===== config.mk =====
export PLATFORM = sky130hd
export DESIGN_NAME = mem_access_unit
export DESIGN_NICKNAME = d
export VERILOG_FILES = /design/src/rtl/mau_pkg.sv /design/src/rtl/mau_lane_align.sv /design/src/rtl/mem_access_unit.sv
export SDC_FILE = /design/constraint.sdc
export NUM_CORES = 1
export LEC_CHECK = 0
export CAP_MARGIN = 30
export CORE_UTILIZATION = 51
export CTS_BUF_LIST = sky130_fd_sc_hd__clkbuf_16
export DETAILED_ROUTE_END_ITERATION = 10
export GPL_ROUTABILITY_DRIVEN = 0
export GPL_TIMING_DRIVEN = 0
export PLACE_DENSITY_LB_ADDON = 0.08
export SLEW_MARGIN = 20
export SYNTH_ARGS = -nofsm -noshare
export SYNTH_HDL_FRONTEND = slang
export SYNTH_SLANG_ARGS = --single-unit

===== constraint.sdc =====
create_clock -name clk -period 9.75 [get_ports clk]
set_input_delay 1.4625 -clock clk [delete_from_list [all_inputs] [get_ports clk]]
set_output_delay 1.4625 -clock clk [all_outputs]
set_load 0.05 [all_outputs]

===== src/rtl/mau_pkg.sv =====
// Shared types and constants for the memory access unit.
package mau_pkg;

   // Unit FSM states
   typedef enum logic [2:0] {
      StIdle,
      StRdIssue,
      StRdWait,
      StWrIssue,
      StWrWait,
      StResp
   } mau_state_e;

   // RISC-V load/store funct3 encodings
   localparam logic [2:0] F3_B  = 3'b000;
   localparam logic [2:0] F3_H  = 3'b001;
   localparam logic [2:0] F3_W  = 3'b010;
   localparam logic [2:0] F3_BU = 3'b100;
   localparam logic [2:0] F3_HU = 3'b101;

   // RAM access size encodings
   localparam logic [1:0] OPLEN_BYTE = 2'd0;
   localparam logic [1:0] OPLEN_HALF = 2'd1;
   localparam logic [1:0] OPLEN_WORD = 2'd2;

   localparam logic [31:0] MMIO_ADDR_DEFAULT = 32'hFFFF_FFFF;

   // Reserved encodings, plus unsigned variants that make no sense for stores
   function automatic logic f3_illegal(input logic [2:0] f3, input logic we);
      logic ill;
      case (f3)
         3'b011, 3'b110, 3'b111: ill = 1'b1;
         default:                ill = we & f3[2];
      endcase
      return ill;
   endfunction

endpackage


===== src/rtl/mau_lane_align.sv =====
// Byte/half lane handling: load extract with sign/zero extension and store merge.
module mau_lane_align
   import mau_pkg::*;
(
   input  logic [31:0] ld_word,
   input  logic [1:0]  ld_off,
   input  logic [2:0]  ld_funct3,
   output logic [31:0] ld_data,
   input  logic [31:0] st_old,
   input  logic [31:0] st_wdata,
   input  logic [1:0]  st_off,
   input  logic [1:0]  st_oplen,
   output logic [31:0] st_new
);

   logic [7:0]  ld_byte;
   logic [15:0] ld_half;

   // Select the addressed lane and extend it to a full word
   always_comb begin
      ld_byte = ld_word[{ld_off, 3'b000} +: 8];
      ld_half = ld_off[1] ? ld_word[31:16] : ld_word[15:0];
      case (ld_funct3)
         F3_B:    ld_data = {{24{ld_byte[7]}}, ld_byte};
         F3_BU:   ld_data = {24'h0, ld_byte};
         F3_H:    ld_data = {{16{ld_half[15]}}, ld_half};
         F3_HU:   ld_data = {16'h0, ld_half};
         default: ld_data = ld_word;
      endcase
   end

   // Overlay the low byte/half of the store data onto the old word
   always_comb begin
      st_new = st_old;
      case (st_oplen)
         OPLEN_BYTE: st_new[{st_off, 3'b000} +: 8] = st_wdata[7:0];
         OPLEN_HALF: begin
            if (st_off[1]) st_new[31:16] = st_wdata[15:0];
            else           st_new[15:0]  = st_wdata[15:0];
         end
         default:    st_new = st_wdata;
      endcase
   end

endmodule


===== src/rtl/mem_access_unit.sv =====
// Load/store unit between the execute stage and the internal RAM.
// Word-granular RAM accesses; sub-word stores use read-modify-write.
// Optional MAU_TIMEOUT_EN adds a per-access watchdog on the wait states.
module mem_access_unit
   import mau_pkg::*;
#(
`ifdef MAU_TIMEOUT_EN
   parameter int unsigned  TIMEOUT_CYCLES = 64,
`endif
   parameter logic [31:0]  MMIO_ADDR      = MMIO_ADDR_DEFAULT
) (
   input  logic        clk,
   input  logic        rst,
   input  logic        req_valid,
   output logic        req_ready,
   input  logic        req_we,
   input  logic [2:0]  req_funct3,
   input  logic [31:0] req_addr,
   input  logic [31:0] req_wdata,
   output logic        resp_valid,
   output logic [31:0] resp_rdata,
   output logic        resp_err,
   output logic        mem_enable,
   output logic [31:0] mem_addr,
   output logic [1:0]  mem_oplen,
   output logic        mem_we,
   output logic [31:0] mem_data,
   input  logic [31:0] mem_result,
   input  logic        mem_valid
);

   mau_state_e  state_q;
   logic        we_q;
   logic        mmio_q;
   logic        err_q;
   logic [2:0]  f3_q;
   logic [1:0]  oplen_q;
   logic [1:0]  off_q;
   logic [31:0] addr_q;
   logic [31:0] wdata_q;
   logic [31:0] rdata_q;
`ifdef MAU_TIMEOUT_EN
   logic [31:0] wait_cnt_q;
`endif

   logic        dec_mmio;
   logic        dec_illegal;
   logic        dec_misaligned;
   logic        dec_rmw;
   logic [1:0]  dec_oplen;
   logic [31:0] dec_mem_addr;
   logic [31:0] lane_rdata;
   logic [31:0] merged_word;

   // Decode the incoming request for the accept cycle
   always_comb begin
      dec_mmio       = (req_addr == MMIO_ADDR);
      dec_oplen      = req_funct3[1:0];
      dec_illegal    = f3_illegal(req_funct3, req_we);
      dec_misaligned = !dec_mmio &&
                       (((dec_oplen == OPLEN_HALF) && req_addr[0]) ||
                        ((dec_oplen == OPLEN_WORD) && (req_addr[1:0] != 2'b00)));
      dec_rmw        = req_we && !dec_mmio && (dec_oplen != OPLEN_WORD);
      dec_mem_addr   = dec_mmio ? req_addr : {req_addr[31:2], 2'b00};
   end

   mau_lane_align u_lane_align (
      .ld_word   (mem_result),
      .ld_off    (off_q),
      .ld_funct3 (f3_q),
      .ld_data   (lane_rdata),
      .st_old    (mem_result),
      .st_wdata  (wdata_q),
      .st_off    (off_q),
      .st_oplen  (oplen_q),
      .st_new    (merged_word)
   );

   // Transaction FSM with registered request/response and RAM strobes
   always_ff @(posedge clk or posedge rst) begin
      if (rst) begin
         state_q    <= StIdle;
         req_ready  <= 1'b1;
         resp_valid <= 1'b0;
         resp_rdata <= '0;
         resp_err   <= 1'b0;
         mem_enable <= 1'b0;
         mem_addr   <= '0;
         mem_oplen  <= '0;
         mem_we     <= 1'b0;
         mem_data   <= '0;
         we_q       <= 1'b0;
         mmio_q     <= 1'b0;
         err_q      <= 1'b0;
         f3_q       <= '0;
         oplen_q    <= '0;
         off_q      <= '0;
         addr_q     <= '0;
         wdata_q    <= '0;
         rdata_q    <= '0;
`ifdef MAU_TIMEOUT_EN
         wait_cnt_q <= '0;
`endif
      end else begin
         // Strobes and response are single-cycle pulses
         resp_valid <= 1'b0;
         resp_rdata <= '0;
         resp_err   <= 1'b0;
         mem_enable <= 1'b0;
         mem_addr   <= '0;
         mem_oplen  <= '0;
         mem_we     <= 1'b0;
         mem_data   <= '0;
         case (state_q)
            StIdle: begin
               if (req_valid && req_ready) begin
                  req_ready <= 1'b0;
                  we_q      <= req_we;
                  f3_q      <= req_funct3;
                  oplen_q   <= dec_oplen;
                  off_q     <= req_addr[1:0];
                  addr_q    <= dec_mem_addr;
                  wdata_q   <= req_wdata;
                  mmio_q    <= dec_mmio;
                  rdata_q   <= '0;
                  err_q     <= 1'b0;
                  if (dec_illegal || dec_misaligned) begin
                     err_q   <= 1'b1;
                     state_q <= StResp;
                  end else begin
                     mem_enable <= 1'b1;
                     mem_addr   <= dec_mem_addr;
                     mem_oplen  <= dec_oplen;
`ifdef MAU_TIMEOUT_EN
                     wait_cnt_q <= '0;
`endif
                     if (!req_we || dec_rmw) begin
                        state_q <= StRdIssue;
                     end else begin
                        mem_we   <= 1'b1;
                        mem_data <= req_wdata;
                        state_q  <= StWrIssue;
                     end
                  end
               end
            end
            StRdIssue: state_q <= StRdWait;
            StRdWait: begin
               if (mem_valid) begin
                  if (we_q) begin
                     // Second half of read-modify-write
                     wdata_q    <= merged_word;
                     mem_enable <= 1'b1;
                     mem_we     <= 1'b1;
                     mem_addr   <= addr_q;
                     mem_oplen  <= oplen_q;
                     mem_data   <= merged_word;
`ifdef MAU_TIMEOUT_EN
                     wait_cnt_q <= '0;
`endif
                     state_q    <= StWrIssue;
                  end else begin
                     rdata_q <= mmio_q ? mem_result : lane_rdata;
                     state_q <= StResp;
                  end
               end
`ifdef MAU_TIMEOUT_EN
               else if (wait_cnt_q == TIMEOUT_CYCLES - 1) begin
                  err_q   <= 1'b1;
                  rdata_q <= '0;
                  state_q <= StResp;
               end else begin
                  wait_cnt_q <= wait_cnt_q + 32'd1;
               end
`endif
            end
            StWrIssue: state_q <= StWrWait;
            StWrWait: begin
               if (mem_valid) begin
                  state_q <= StResp;
               end
`ifdef MAU_TIMEOUT_EN
               else if (wait_cnt_q == TIMEOUT_CYCLES - 1) begin
                  err_q   <= 1'b1;
                  state_q <= StResp;
               end else begin
                  wait_cnt_q <= wait_cnt_q + 32'd1;
               end
`endif
            end
            StResp: begin
               resp_valid <= 1'b1;
               resp_err   <= err_q;
               resp_rdata <= err_q ? 32'h0 : rdata_q;
               req_ready  <= 1'b1;
               state_q    <= StIdle;
            end
            default: state_q <= StIdle;
         endcase
      end
   end

endmodule


* Word level (Yosys, flattened, before mapping)
Index checks and enable logic that the tools add are counted.
** Storage, ports and cells
- Output and inout bits :: 103
- Flip-flop bits (word level) :: 212
- Logic and storage cells :: 124
** Operators by class
- Shift operators :: 3
- Equal/unequal tests :: 21
- Bitwise operators :: 1
- Mux-type cells :: 56
- Reduce and logical (&&, ||, !) cells :: 23
- $add $sub $neg :: 1
** Operators by type and width (number)
- 32-bit 2-to-1 mux :: 18
- 32-bit case mux with 2 select lines :: 5
- 32-bit case mux with 4 select lines :: 1
- 16-bit 2-to-1 mux :: 3
- 32-bit bitwise mux :: 1
- 32-bit == test, second input constant :: 1
- 8-bit by 7-bit variable shift with 32-bit output, first input constant :: 1
- 32-bit by 6-bit variable part select with 8-bit output :: 1
- 8-bit by 7-bit variable part select with 32-bit output :: 1
- 3-bit == test, second input constant :: 6
- 3-bit 2-to-1 mux :: 5
- 3-bit case mux with 5 select lines :: 1
- 1-bit 2-to-1 mux :: 12
- 2-bit 2-to-1 mux :: 6
- 2-bit != test, second input constant :: 6
- 3-bit by 2-bit == test with 1-bit output, second input constant :: 3
- 4-bit AND reduction :: 2
- 5-bit negation with 7-bit output :: 1
- 3-bit by 1-bit == test with 1-bit output, second input constant :: 2
- 1-bit logical AND :: 6
- 3-bit logical NOT :: 2
- 1-bit case mux with 2 select lines :: 3
- 2-bit nonzero test :: 3
- 2-bit by 1-bit == test with 1-bit output, second input constant :: 2
- 9 further kinds :: 13

* Depth between registers and ports, before layout
Gate-level depths: netlist of the first run.
- Depth after elaboration :: 9
- Mapped depth :: 10
- Gate-level depth less buffers :: 7

* Hierarchy
A second synthesis of the first run with hierarchy kept.
** Second synthesis, totals
- Cell total of the unflattened synthesis :: 1050
- Area, all modules :: 10141.0 µm²
** Modules (own cells, without submodules)
- mem_access_unit :: area an instance 8574.5 µm², times used 1, cells each 827, sequential area each 5256.3 µm²
- mau_lane_align :: area an instance 1566.5 µm², times used 1, cells each 223, sequential area each 0.0 µm²

* Least setup slack after synthesis of the first run
No wires, ideal clock.
- Kind :: input -> register
- Start point :: input port req_addr[17]
- End point :: register mem_data[0]
- Path slack :: 7020 ps
- Cell stages on the path :: 6
- Arrival :: 2651 ps
- Path through :: nand4_1 nor4_2 a21oi_1 nor3b_4 buf_6 o2bb2ai_1
** On the way
- Cells in the longest elaborated chain, start to end :: 9
** RTL lines
- start, declared :: line mem_access_unit.sv:18 : input logic [31:0] req_addr,
- 32-bit == test (*) :: line mem_access_unit.sv:57 : dec_mmio = (req_addr == MMIO_ADDR);
- 1-bit logical NOT (*) :: line mem_access_unit.sv:60, mem_access_unit.sv:63
- 1-bit logical AND (2 in a row) :: line mem_access_unit.sv:63 : dec_rmw = req_we && !dec_mmio && (dec_oplen != OPLEN_WORD);
- 1-bit logical OR :: line mem_access_unit.sv:137 : if (!req_we || dec_rmw) begin
- 32-bit 2-to-1 mux :: line mem_access_unit.sv:137
- 32-bit 2-to-1 mux (*) :: line mem_access_unit.sv:127 : if (dec_illegal || dec_misaligned) begin
- 32-bit 2-to-1 mux (*) :: line mem_access_unit.sv:116 : if (req_valid && req_ready) begin
- 32-bit case mux with 2 select lines (*) :: line mem_access_unit.sv:114 : case (state_q)
- end signal, assigned :: line mem_access_unit.sv:141 : mem_data <= req_wdata;
- end signal, assigned :: line mem_access_unit.sv:157 : mem_data <= merged_word;
- end, declared :: line mem_access_unit.sv:27 : output logic [31:0] mem_data,
Mark *: on every way between the ends. The rest lies on a longest branch, timed or not.
A chain may end at the register's enable or synchronous reset.

* Worst setup path after layout of the first run
- Start point :: register req_ready
- End point :: output port req_ready
** RTL lines
- start, declared :: line mem_access_unit.sv:15 : output logic req_ready,
- start signal, assigned :: line mem_access_unit.sv:83 : req_ready <= 1'b1;
- start signal, assigned :: line mem_access_unit.sv:117 : req_ready <= 1'b0;
- start signal, assigned :: line mem_access_unit.sv:195 : req_ready <= 1'b1;
No word-level cell between the ends.

==> PnR_summary.wiki, run 1 <==
{| class="wikitable"
! Metric !! Value
|-
| Measured slew at the worst slew-check pin || 0.675 ns
|-
| Total overflow reported by the global router || 0
|-
| Per-cell via count in the routed design || 5.97
|-
| Cell type with the highest aggregate area in the netlist || sky130_fd_sc_hd__dfrtp_1
|-
| Most used DFF post-synth || sky130_fd_sc_hd__dfrtp_1
|-
| Initial DRC Count || 678
|-
| Reported leakage power || 6.09 nW
|-
| Area of all placed cells without fillers || 0.0125 sq mm
|-
| Worst Hold Launch || rdata_q[9]
|-
| Summed instance area of the synthesized netlist || 0.00944 sq mm
|-
| Detailed-placement wirelength estimate || 19.8 mm
|-
| Final setup margin || 6.39 ns
|-
| Post-placement setup slack || 6.00 ns
|-
| Count of placed standard cells in the final layout, fillers left out || 1,331
|-
| Final net count || 1,196
|-
| Period utilisation layout || 34.5%
|-
| Largest cells by area after synthesis || sky130_fd_sc_hd__dfrtp_1 (55%), sky130_fd_sc_hd__a22o_1 (5.6%), sky130_fd_sc_hd__mux2_2 (5.2%)
|-
| Clock latency at the later pin of the worst-skew pair || 0.51 ns
|-
| Clock slew at the register clock pins of the worst setup and hold paths || 0.06 ns
|-
| Number of antenna violations at the first check in global routing || 0
|-
| Placed insts || 1,291
|-
| Standard cell with the maximum stage delay on the critical path || sky130_fd_sc_hd__clkdlybuf4s50_1
|-
| Initial core utilization || 52.4%
|-
| Number of buffer cells added on primary ports || 206
|-
| Number of instances on the worst hold path || 1
|-
| Clock tree from TritonCTS || built
|-
| Final Skew || 0.0156 ns
|-
| Number of synthesized flops with an enable pin || 0
|-
| Post-synthesis area per instance || 11.0 sq um
|-
| Global Route Usage Sum || 28.8%
|-
| Routed Wire Length || 27.3 mm
|-
| Number of maximum-capacitance constraint violations || 0
|-
| Nets in the synthesized netlist || 964
|-
| Data required time of the worst path || 8.29 ns
|-
| Number of primary I/O pins || 207
|-
| Worst min-delay path category || flop to flop
|-
| Outcome || complete, no violations
|-
| Hold worst-path end || rdata_q[9]
|-
| Worst-case headroom to the max-slew limit || 53.7%
|-
| Antenna diodes || 0
|-
| DIE HEIGHT || 138 microns
|-
| Clk sinks || 210
|-
| Setup tns final || 0 ns
|-
| Worst setup path category || flop to primary output
|-
| Drt pass-1 iters || 5
|-
| Post-synthesis async set-or-reset flop share || 100%
|-
| Pin count of the biggest net entering global routing || 109
|-
| Core outline area || 0.0180 sq mm
|-
| Number of buffers and inverters on the critical path || 1
|-
| Share of cells above drive strength 1 || 10.7%
|-
| Share of the yosys chip area belonging to registers || 55.7%
|-
| Setup repair after global routing missed its margin || no
|-
| Final count of pins violating max slew || 0
|-
| Number of gates resized after CTS || 0
|-
| Maximum number of buffers from clock root to sink || 3
|-
| Power Density || 140 mW/mm^2
|-
| Total via count in the routed design || 7,940
|-
| Gate count of the mapped netlist || 855
|-
| Area growth, synth to finish || 32.2%
|-
| Register-to-register setup slack || 6.95 ns
|-
| Yosys cell types || 59
|-
| Destination of the worst register-to-register timing path || wdata_q[25]
|-
| Number of setup buffers added after CTS || 0
|-
| Commonest cells after routing, fill and taps aside || sky130_fd_sc_hd__dfrtp_1 (209), sky130_fd_sc_hd__clkdlybuf4s50_1 (206), sky130_fd_sc_hd__nand2_1 (99)
|-
| Hold buffer count at CTS || 0
|-
| Critical path capture point type || primary output
|-
| Via count of the first global-routing pass || 8,023
|-
| CP Max Fanout || 5
|-
| Power after layout || 1.74 mW
|-
| Total die area || 0.0191 sq mm
|-
| Crit path largest cell delay || 0.83 ns
|-
| Cell chain of the critical path || clkdlybuf4s50_1
|-
| Count of warnings emitted by yosys || 0
|-
| Number of buffers inserted during clock tree synthesis || 23
|-
| Crit path time final || 3.36 ns
|-
| Kind of cell with the highest combined delay on the critical path || buffers and inverters
|-
| Final-report hold violation count || 0
|-
| Launch point of the critical path || req_ready
|-
| Worst vdd rail ir drop || 0.140 mV
|-
| Fmax || 297 MHz
|-
| Post-synth top area share || 55.4%
|-
| Critical path launch point type || flop
|-
| Synth Register Bits || 210
|-
| Number of failing setup endpoints in the final timing report || 0
|-
| Cell at the root of the clock tree || sky130_fd_sc_hd__clkbuf_16
|-
| Residual antenna-violating net count after detailed routing || 0
|-
| Drt wl/cell || 20.5 microns
|-
| Site Rows || 49
|-
| Worst reg-to-reg path cell count || 10
|-
| Number of DRC violations after detailed routing || 0
|-
| Data arrival time at the worst-slack endpoint || 1.90 ns
|-
| Horizontal die dimension || 138 microns
|-
| Most common cell after layout, fill and taps aside || sky130_fd_sc_hd__dfrtp_1
|-
| Cell area reported after detailed placement || 0.0118 sq mm
|-
| CTS H-tree lvls || 1
|-
| Reg-to-reg startpoint || off_q[1]
|-
| First-pass GRT wire length || 43.6 mm
|}
[synthesized netlist by cell type (3+ instances only)]
cell and n:
sky130_fd_sc_hd__a2111oi_0 12, sky130_fd_sc_hd__a21bo_1 7, sky130_fd_sc_hd__a21bo_2 3, sky130_fd_sc_hd__a21o_1 37
sky130_fd_sc_hd__a21oi_1 54, sky130_fd_sc_hd__a221o_1 8, sky130_fd_sc_hd__a221oi_1 8, sky130_fd_sc_hd__a22o_1 60
sky130_fd_sc_hd__a22oi_1 3, sky130_fd_sc_hd__a31oi_1 4, sky130_fd_sc_hd__a32oi_1 4, sky130_fd_sc_hd__and3_1 32
sky130_fd_sc_hd__and3b_1 3, sky130_fd_sc_hd__buf_2 18, sky130_fd_sc_hd__buf_4 3, sky130_fd_sc_hd__buf_6 4
sky130_fd_sc_hd__clkbuf_1 42, sky130_fd_sc_hd__dfrtp_1 209, sky130_fd_sc_hd__ha_1 5, sky130_fd_sc_hd__inv_1 8
sky130_fd_sc_hd__mux2_2 44, sky130_fd_sc_hd__mux2i_1 10, sky130_fd_sc_hd__nand2_1 99, sky130_fd_sc_hd__nand3_1 24
sky130_fd_sc_hd__nand4_1 9, sky130_fd_sc_hd__nor2_1 28, sky130_fd_sc_hd__nor2b_1 6, sky130_fd_sc_hd__nor3_1 11
sky130_fd_sc_hd__nor4b_1 3, sky130_fd_sc_hd__o211ai_1 8, sky130_fd_sc_hd__o21ai_0 35, sky130_fd_sc_hd__o221ai_1 4
sky130_fd_sc_hd__o22ai_1 8, sky130_fd_sc_hd__or2_2 3, sky130_fd_sc_hd__or3_1 7
[power by group]
group | switching [mW] | internal, mW | leakage [nW]
registers | 0 | 0.872 | 2.93
logic | 0.0534 | 0.0479 | 2.81
clock network | 0.342 | 0.427 | 0.358
total | 0.395 | 1.35 | 6.09
[logic make-up after synthesis]
| group | share of synthesized area, % |
|---|---|
| compound gates | 20.5 |
| fa+ha+maj | 0.663 |
| buf+inv | 3.70 |
| flops | 55.7 |
| mux | 6.55 |
| simple gates | 13.0 |
[layout make-up]
type	count	area (sq um)
fill	1402	5540
sequential	210	5260
multi-input combinational	569	3840
timing repair buffer	207	2090
clock buffer	23	576
buffer	68	319
tap	229	287
clock inverter	17	80.1
inverter	8	37.5
[per-stage QoR]
| step | hold WS [ns] | utilization [%] |
|---|---|---|
| floorplan | 0.442 | - |
| global placement | 0.454 | 65.4 |
| detailed placement | 0.464 | 65.6 |
| CTS | 0.476 | 69.2 |
| global route | 0.502 | 69.2 |
| finish | 0.471 | 69.2 |
[how the worst max path moves through the flow]
stage / slack [ns] / depth (start not counted) / to
floorplan: 2.55 / 1 / addr_q[0]
global placement: -0.04 / 2 / mem_data[20]
detailed placement: 6.00 / 7 / mem_data[0]
CTS: 6.36 / 1 / req_ready
global route: 6.35 / 1 / req_ready
finish: 6.39 / 1 / req_ready
[state kept, by name, summed over array words and instances, names as in the netlist, 3 cells and up]
register,cells
resp_rdata,32
rdata_q,32
mem_data,32
f3_q,3
state_q,3
mem_addr,32
wdata_q,32
addr_q,32
[metal layers]
layer	GRT usage (%)	vias up	wire [microns]
met5	0	-	0
met4	10.5	0	1010
met3	7.03	87	2680
met2	44.6	398	12500
met1	39.6	3847	11100
li1	-	3608	-
No activity file was read; power rests on OpenSTA's default activity.
==> inputs of run 2 (changes only) <==
Clock period 9.75 ns to 3.5 ns, I/O delays scaled along.
==> run 2 against run 1 <==
Final cell count increased by 0.68%. Die area stayed put. Wire length shrank 0.48%. Final area up 1.9%. Critical path type is now flop to flop.
==> PnR_summary.wiki, run 2 (synthesis gave the netlist of run 1 again) <==
{| class="wikitable"
! Metric !! Value
|-
| Per-cell via count in the routed design || 5.95
|-
| Area of all placed cells without fillers || 0.0127 sq mm
|-
| Critical path launch point type || flop
|-
| Worst vdd rail ir drop || 0.597 mV
|-
| Standard cell with the maximum stage delay on the critical path || sky130_fd_sc_hd__a2111oi_0
|-
| Residual antenna-violating net count after detailed routing || 0
|-
| Cell area reported after detailed placement || 0.0119 sq mm
|-
| Final count of pins violating max slew || 0
|-
| Total die area || 0.0191 sq mm
|-
| Horizontal die dimension || 138 microns
|-
| GR met2 Demand/Resource || 43.2%
|-
| Clock slew at the register clock pins of the worst setup and hold paths || 0.06 ns
|-
| Number of gates resized after CTS || 0
|-
| Via count of the first global-routing pass || 7,919
|-
| Worst min-delay path category || input port to async pin
|-
| Number of buffer cells added on primary ports || 206
|-
| Clock latency at the later pin of the worst-skew pair || 0.52 ns
|-
| Data required time of the worst path || 3.93 ns
|-
| Initial core utilization || 52.4%
|-
| Measured slew at the worst slew-check pin || 0.696 ns
|-
| Global Route Usage Sum || 28.6%
|-
| Outcome || complete, no violations
|-
| Crit path time final || 2.83 ns
|-
| Global Route met3 Usage || 7.69%
|-
| Number of primary I/O pins || 207
|-
| Cell chain of the critical path || buf_2 > buf_2 > inv_1 > ha_1 > nor4bb_1 > buf_2 > a221oi_1 > a2111oi_0 > a21oi_1 > o21ai_0
|-
| Core outline area || 0.0180 sq mm
|-
| Detailed-placement wirelength estimate || 20.1 mm
|-
| Post-Route Utilization || 70.6%
|-
| Number of maximum-capacitance constraint violations || 0
|-
| Final net count || 1,203
|-
| Number of antenna violations at the first check in global routing || 0
|-
| Clock tree from TritonCTS || built
|-
| Data arrival time at the worst-slack endpoint || 3.26 ns
|-
| GRT busiest layer || met2
|-
| Period utilisation layout || 81.0%
|-
| Number of failing setup endpoints in the final timing report || 0
|-
| Routed Wire Length || 27.2 mm
|-
| Setup repair after global routing missed its margin || no
|-
| Most numerous cell on the critical path || sky130_fd_sc_hd__buf_2
|-
| Fmax || 353 MHz
|-
| Reg-to-reg startpoint || off_q[1]
|-
| Number of setup buffers added after CTS || 0
|-
| Worst-case headroom to the max-slew limit || 53.3%
|-
| Worst setup path category || flop to flop
|-
| GRT met1 Usage || 39.4%
|-
| Total overflow reported by the global router || 0
|-
| Launch point of the critical path || off_q[1]
|-
| Reported leakage power || 6.19 nW
|-
| First-pass GRT wire length || 43.3 mm
|-
| Total via count in the routed design || 7,971
|-
| Hold buffer count at CTS || 0
|-
| Initial DRC Count || 811
|-
| Number of buffers inserted during clock tree synthesis || 24
|-
| Final Skew || 0.0108 ns
|-
| Number of DRC violations after detailed routing || 0
|-
| WHS || 0.345 ns
|-
| Share of cells above drive strength 1 || 11.7%
|-
| Antenna diodes || 0
|-
| Maximum number of buffers from clock root to sink || 3
|-
| Final-report hold violation count || 0
|-
| DIE HEIGHT || 138 microns
|-
| Most common cell after layout, fill and taps aside || sky130_fd_sc_hd__dfrtp_1
|-
| Site Rows || 49
|-
| Number of buffers and inverters on the critical path || 4
|-
| CP Max Fanout || 10
|-
| Kind of cell with the highest combined delay on the critical path || compound AO/OA/AOI/OAI gates
|-
| Power Density || 407 mW/mm^2
|-
| Clk sinks || 210
|-
| Drt wl/cell || 20.3 microns
|-
| Area growth, synth to finish || 34.7%
|-
| Cell at the root of the clock tree || sky130_fd_sc_hd__clkbuf_16
|-
| CTS H-tree lvls || 1
|-
| Commonest cells after routing, fill and taps aside || sky130_fd_sc_hd__dfrtp_1 (209), sky130_fd_sc_hd__clkdlybuf4s50_1 (206), sky130_fd_sc_hd__nand2_1 (99)
|-
| Pin count of the biggest net entering global routing || 35
|-
| Drt pass-1 iters || 6
|-
| Crit path largest cell delay || 0.53 ns
|-
| Critical path capture point type || flop
|}
run 2: cell count changes in the layout (fill, tap and decap cells not counted), sizes merged:
cell | before | now
buf | 27 | 33
clkinv | 6 | 8
bufinv | 0 | 3
clkinvlp | 0 | 2
clkbuf | 65 | 66
inv | 19 | 14
run 2: metrics by stage:
step | power (mW) | cells | worst slack (ns) | setup TNS, ns
6_report | 5.18 | 1340 | 0.667 | 0
3_3_place_gp | 2.75 | 1290 | -1.31 | -268.60
4_1_cts | 5.22 | 1340 | 0.671 | 0
2_1_floorplan | 2.56 | 855 | 0.248 | 0
5_1_grt | 5.34 | 1340 | 0.433 | 0
3_5_place_dp | 2.77 | 1297 | 0.710 | 0
run 2: metal layers:
layer  routed length (microns)  vias to the layer above
met4                      1060                        0
met3                      2410                       82
met5                         0                        -
met1                     11400                     3887
li1                          -                     3636
met2                     12300                      366
run 2: worst paths after layout:
check / end / slack, ns / cells after the start
hold reg to reg: rdata_q[9] / 0.48 / 1
setup reg to reg: wdata_q[24] / 0.67 / 10
max in group asynchronous: mem_data[19] / 2.22 / 5
setup / recovery: wdata_q[24] / 0.67 / 10
min in group clk: rdata_q[9] / 0.48 / 1
hold / removal: resp_rdata[21] / 0.35 / 2
run 2: cell type report:
cell class,count,area [sq um]
Clock buffer,24,601
Tap cell,229,287
Inverter,8,33.8
Buffer,68,319
Timing Repair Buffer,213,2210
Clock inverter,19,179
Sequential cell,210,5260
Fill cell,1351,5300
Multi-Input combinational cell,569,3840
run 2: where the power goes:
part	switching (mW)	internal [mW]	leakage, nW	total, mW
registers	0	2.43	2.93	2.43
clock network	0.982	1.47	0.404	2.45
logic	0.151	0.147	2.86	0.298
total	1.13	4.05	6.19	5.18
